[src/rtl/ram16x16_pkg.sv]
// Shared types and geometry for the 16x16 RAM arbiter slice.
package ram16x16_pkg;

    localparam int RAM_AW    = 4;
    localparam int RAM_DW    = 16;
    localparam int RAM_DEPTH = 16;

    typedef enum logic {
        CLEAR = 1'b0,
        RUN   = 1'b1
    } state_t;

endpackage

[src/rtl/ram16x16_prio_arb.sv]
// Read-priority arbiter with a saturating starvation counter for the write port.
module ram16x16_prio_arb #(
    parameter int MAX_WAIT = 4
) (
    input  logic clk,
    input  logic rst_n,
    input  logic enable,
    input  logic wr_req,
    input  logic rd_req,
    output logic wr_grant,
    output logic rd_grant
);

    localparam int WAIT_W = (MAX_WAIT < 1) ? 1 : $clog2(MAX_WAIT + 1);
    localparam logic [WAIT_W-1:0] WAIT_MAX = WAIT_W'(MAX_WAIT);

    logic [WAIT_W-1:0] wait_cnt_reg;
    logic              force_wr;

    // A write that has lost MAX_WAIT times wins over a concurrent read.
    assign force_wr = wr_req && (wait_cnt_reg == WAIT_MAX);
    assign wr_grant = enable && wr_req && (force_wr || !rd_req);
    assign rd_grant = enable && rd_req && !force_wr;

    always_ff @(posedge clk or negedge rst_n) begin
        if (!rst_n) begin
            wait_cnt_reg <= '0;
        end else if (wr_grant) begin
            wait_cnt_reg <= '0;
        end else if (wr_req && (wait_cnt_reg != WAIT_MAX)) begin
            wait_cnt_reg <= wait_cnt_reg + 1'b1;
        end
    end

endmodule

[src/rtl/ram16x16_arbiter.sv]
// Host-write / display-read arbiter in front of a 16x16 synchronous RAM.
// Define RAM16X16_ARBITER_CLEAR_EN to zero the RAM after reset before serving traffic.
module ram16x16_arbiter
    import ram16x16_pkg::*;
#(
    parameter int MAX_WAIT = 4
) (
    input  logic              clk,
    input  logic              rst_n,
    input  logic              wr_req,
    input  logic [RAM_AW-1:0] wr_addr,
    input  logic [RAM_DW-1:0] wr_data,
    output logic              wr_ack,
    input  logic              rd_req,
    input  logic [RAM_AW-1:0] rd_addr,
    output logic              rd_ack,
    output logic              rd_valid,
    output logic [RAM_DW-1:0] rd_data,
    output logic              init_done,
    output logic              ram_write_en,
    output logic [RAM_AW-1:0] ram_write_addr,
    output logic [RAM_DW-1:0] ram_write_data,
    output logic [RAM_AW-1:0] ram_read_addr,
    input  logic [RAM_DW-1:0] ram_read_data
);

`ifdef RAM16X16_ARBITER_CLEAR_EN
    localparam state_t RESET_STATE = CLEAR;
`else
    localparam state_t RESET_STATE = RUN;
`endif

    state_t            state_reg;
    logic [RAM_AW-1:0] clr_addr_reg;
    logic              init_done_reg;
    logic              rd_valid_reg;
    logic              clear_we;
    logic              wr_grant;
    logic              rd_grant;

    always_ff @(posedge clk or negedge rst_n) begin
        if (!rst_n) begin
            state_reg     <= RESET_STATE;
            clr_addr_reg  <= '0;
            init_done_reg <= 1'b0;
        end else begin
            case (state_reg)
                CLEAR: begin
                    clr_addr_reg <= clr_addr_reg + 1'b1;
                    if (clr_addr_reg == RAM_AW'(RAM_DEPTH - 1)) begin
                        state_reg     <= RUN;
                        init_done_reg <= 1'b1;
                    end
                end
                RUN: init_done_reg <= 1'b1;
            endcase
        end
    end

    // Arbitration only opens once init_done is up, so grants vanish with reset.
    ram16x16_prio_arb #(
        .MAX_WAIT (MAX_WAIT)
    ) u_arb (
        .clk      (clk),
        .rst_n    (rst_n),
        .enable   (init_done_reg),
        .wr_req   (wr_req),
        .rd_req   (rd_req),
        .wr_grant (wr_grant),
        .rd_grant (rd_grant)
    );

    always_ff @(posedge clk or negedge rst_n) begin
        if (!rst_n) begin
            rd_valid_reg <= 1'b0;
        end else begin
            rd_valid_reg <= rd_grant;
        end
    end

    // The sweep owns the write port; rst_n gating keeps it quiet while held in reset.
    assign clear_we       = rst_n && (state_reg == CLEAR);

    assign wr_ack         = wr_grant;
    assign rd_ack         = rd_grant;
    assign rd_valid       = rd_valid_reg;
    assign rd_data        = rd_valid_reg ? ram_read_data : '0;
    assign init_done      = init_done_reg;

    assign ram_write_en   = clear_we || wr_grant;
    assign ram_write_addr = clear_we ? clr_addr_reg : (wr_grant ? wr_addr : '0);
    assign ram_write_data = wr_grant ? wr_data : '0;
    assign ram_read_addr  = rd_grant ? rd_addr : '0;

endmodule

[config.mk]
export PLATFORM = sky130hd
export DESIGN_NAME = ram16x16_arbiter
export DESIGN_NICKNAME = d
export VERILOG_FILES = /design/src/rtl/ram16x16_pkg.sv /design/src/rtl/ram16x16_prio_arb.sv /design/src/rtl/ram16x16_arbiter.sv
export SDC_FILE = /design/constraint.sdc
export NUM_CORES = 1
export LEC_CHECK = 0
export CAP_MARGIN = 20
export CELL_PAD_IN_SITES_DETAIL_PLACEMENT = 2
export CELL_PAD_IN_SITES_GLOBAL_PLACEMENT = 2
export CORE_UTILIZATION = 27
export DETAILED_ROUTE_END_ITERATION = 8
export DONT_BUFFER_PORTS = 1
export PLACE_DENSITY_LB_ADDON = 0.1
export REMOVE_ABC_BUFFERS = 1
export SLEW_MARGIN = 20
export SYNTH_ARGS = -nofsm -noshare
export SYNTH_HDL_FRONTEND = slang
export SYNTH_SLANG_ARGS = --single-unit
[constraint.sdc]
create_clock -name clk -period 1.8 [get_ports clk]
set_clock_uncertainty 0.15 [all_clocks]
set_input_delay 0 -clock clk [delete_from_list [all_inputs] [get_ports clk]]
set_output_delay 0 -clock clk [all_outputs]
set_load 0.005 [all_outputs]
==> flow_results.org <==
** Outcome
- Outcome :: completed

** GRT
- Antenna violations before repair :: 1
- Across every metal layer, demand over resource in global routing totals 0.219.
- Entering global routing, the biggest net connects 21 pins.
- First-pass GRT wire length :: 4.43 mm
- Via count of the first global-routing pass :: 896
- Total congestion overflow after global routing :: 0

** Logic synthesis
- For this run, asynchronously set or reset flops after synthesis account for 1.00.
- The netlist uses 25 different library cells.
- Leading cell types by count after synthesis :: sky130_fd_sc_hd__and2_1 (36), sky130_fd_sc_hd__nand2_1 (12), sky130_fd_sc_hd__dfrtp_1 (9)
- By instance count, the leading cell after synthesis is sky130_fd_sc_hd__and2_1.
- Number of instances in the synthesized netlist :: 91
- For this run, the register share of the synthesized area comes to 0.332.
- Commonest register cell after synthesis :: sky130_fd_sc_hd__dfrtp_1
- Leading area contributor after synthesis :: sky130_fd_sc_hd__and2_1
- The cell area that synthesis handed to floorplanning was 758 sq um.
- Ranked by total cell area, the synthesized netlist is headed by sky130_fd_sc_hd__and2_1 (30%), sky130_fd_sc_hd__dfrtp_1 (30%), sky130_fd_sc_hd__nand2_1 (5.9%).
- Each instance of the synthesized netlist takes up on average 8.33 sq um.
- In this run, synthesis inferred 0 flip-flops with an integrated enable.
- Flip-flop and latch count after synthesis :: 10
- The Yosys step of the flow raised 0 warnings.
- Share of the synthesized area in the top cell type :: 0.297

** Placed design
- The congestion estimate from routability-driven global placement came to 0.670.
- Half-perimeter wire length of the detailed placement result :: 1.61 mm
- Count of buffers from port buffering :: 0

** Setup path
- At the worst endpoint, the arrival time is 1.59 ns.
- Peak fanout along the critical path :: 9
- Reg-to-Reg Start :: u_arb.wait_cnt_reg[1]$_DFFE_PN0P_
- Across all register-to-register paths, the minimum setup slack is 0.26 ns.
- Critical path data required time :: 1.65 ns
- The worst setup path is captured at a primary output.
- Setup crit start :: u_arb.wait_cnt_reg[0]$_DFFE_PN0P_
- Type of the worst setup path :: reg -> out
- The worst setup path is launched from a flop.

** Clocking
- Htree depth :: 1
- TritonCTS built the clock tree.
- The clock passes through at most 2 buffers.
- Library cell used as clock root buffer :: sky130_fd_sc_hd__clkbuf_4
- Clock tree synthesis found a total of 10 sinks.
- CTS buffer count :: 3
- Reg clk slew, reported paths :: 0.08 ns
- Clock latency on the worst-skew pair :: 0.28 ns

** Floorplan
- The die is 55.0 um tall.
- Die outline area :: 3020 sq um
- The initial utilization of the core area, before any placement, comes to 0.295.
- Floorplan die width :: 55.0 um
- Row generation in the floorplan step produced 18 rows.
- The total area inside the core boundary comes to 2570 sq um.
- 89 I/O pins were placed.

** Timing
- Time the worst path needs with I/O delays and setup :: 1.74 ns
- Final hold viol count :: 0
- The tightest hold path in the finished design has a slack of 0.0609 ns.
- Static timing analysis puts the maximum clock frequency at 0.574 GHz.
- Worst Max-Slew Pin Slew :: 0.477 ns
- Share of the clock period used by the worst path :: 0.967
- The worst pin sits at a relative slew slack of 0.681.
- Number of setup violations in the final report :: 0
- Max Slew Vio Count :: 0

** Final layout
- After the last flow step, the layout net total stands at 186.
- Count of filler cells inserted in the layout :: 273
- Compared with the post-synthesis result, the final layout area differs by 70.0%.
- Share of cells above drive strength 1 :: 0.109
- Flip-flop count of the largest register after layout :: 4

** Power and ir drop
- Leakage power summed over all cells :: 0.564 nW
- Final Total Pwr :: 0.000840 W
- Power per Cell Area :: 652 nW/um^2
- Worst vdd ir :: 0.420 mV

** Route
- The first detailed-routing pass took 4 iterations.
- DR iter-0 viols :: 7
- Number of vias in the routed layout :: 879
- The final layout contains routed wiring with a total length of 3.55 mm.
- After detailed routing, the average wire length per cell comes to 21.0 um.
- Number of nets with antenna violations after detailed routing :: 0
- In the routed design, unresolved DRC markers number 0.
- Via density per instance :: 5.20

** Worst hold path
- In this run the most critical hold path is launched from wr_req.
- Worst min-delay path category :: in -> reg

** Run
- Count of max-cap constraint violations :: 0
[where the power goes]
group	internal [W]	total (W)	switching, W
logic	0.000192	0.000372	0.000179
registers	0.000254	0.000296	0.0000417
clock network	0.0000858	0.000173	0.0000870
total	0.000532	0.000840	0.000308
[repair_timing]
item | CTS | global route
cloned | 0 | 1
hold buffers | 44 | 0
resized for setup | 2 | 10
endpoints found under the hold margin | 55 | 0
setup buffers | 0 | 1
pin swaps | 0 | 0
setup endpoints to repair | 16 | 24
[metrics by stage]
step,setup WS [ns],cells,utilization,cell area (sq um),TNS (ns)
after detailed placement,0.209,118,0.303,777,0
after CTS,0.0197,166,0.486,1250,0
after floorplan,0.389,88,-,739,0
final,0.0593,169,0.502,1290,0
after global routing,-0.0120,169,0.502,1290,-0.0126
after global placement,0.289,118,0.303,777,0
[critical path, cell delays in order, from the launching register on]
cell and delay, ns:
sky130_fd_sc_hd__dfrtp_1 0.42, sky130_fd_sc_hd__inv_2 0.10, sky130_fd_sc_hd__ha_4 0.16, sky130_fd_sc_hd__nand2_1 0.08
sky130_fd_sc_hd__a21o_4 0.27, sky130_fd_sc_hd__clkinv_2 0.12, sky130_fd_sc_hd__and2_1 0.17
[cells in the final DEF (no fill, tap or decap), types with 2 or more instances in the layout]
cell and n:
sky130_fd_sc_hd__and2_1 36, sky130_fd_sc_hd__dfrtp_1 9, sky130_fd_sc_hd__o21ai_1 3, sky130_fd_sc_hd__nand2_1 12, sky130_fd_sc_hd__inv_2 2, sky130_fd_sc_hd__dlygate4sd3_1 44
sky130_fd_sc_hd__nor2_1 2, sky130_fd_sc_hd__clkbuf_4 3, sky130_fd_sc_hd__xnor2_1 4, sky130_fd_sc_hd__nand2b_1 2, sky130_fd_sc_hd__ha_1 2
[worst paths after layout]
| path | to | cells past startpoint |
|---|---|---|
| worst max register to register | u_arb.wait_cnt_reg[1]$_DFFE_PN0P_ | 5 |
| worst min register to register | clr_addr_reg[3]$_DFFE_PN0N_ | 1 |
| worst min-delay path | u_arb.wait_cnt_reg[0]$_DFFE_PN0P_ | 4 |
| worst max-delay path | ram_write_data[6] | 6 |
| max in group asynchronous | state_reg$_DFF_PN1_ | 2 |
| min in group asynchronous | clr_addr_reg[1]$_DFFE_PN0N_ | 2 |
[metal layers]
| layer | track usage | up-vias | wire (um) |
|---|---|---|---|
| met3 | 0.0492 | 10 | 292 |
| met5 | 0 | - | 0 |
| met4 | 0.117 | 0 | 133 |
| met1 | 0.201 | 423 | 1190 |
| met2 | 0.438 | 62 | 1930 |
| li1 | - | 384 | - |
[logic make-up after synthesis]
group | synth area share
buffers and inverters | 0.0396
multiplexers | 0.0281
flip-flops | 0.332
AND/OR/NAND/NOR | 0.431
XOR/XNOR | 0.0462
adder cells (fa/ha/maj) | 0.0495
AO/OA/AOI/OAI | 0.0743
[cell type report]
cell class              count  area, sq um  area share
multi-input cells          75          502       0.389
repair buffers             45          448       0.348
flip-flops and latches     10          251       0.195
well taps                  30         37.5      0.0291
clock buffers               4         26.3      0.0204
inverters                   3         16.3      0.0126
repair inverters            1         5.00     0.00388
diodes                      1         2.50     0.00194
(Power assumes the default switching activity.)
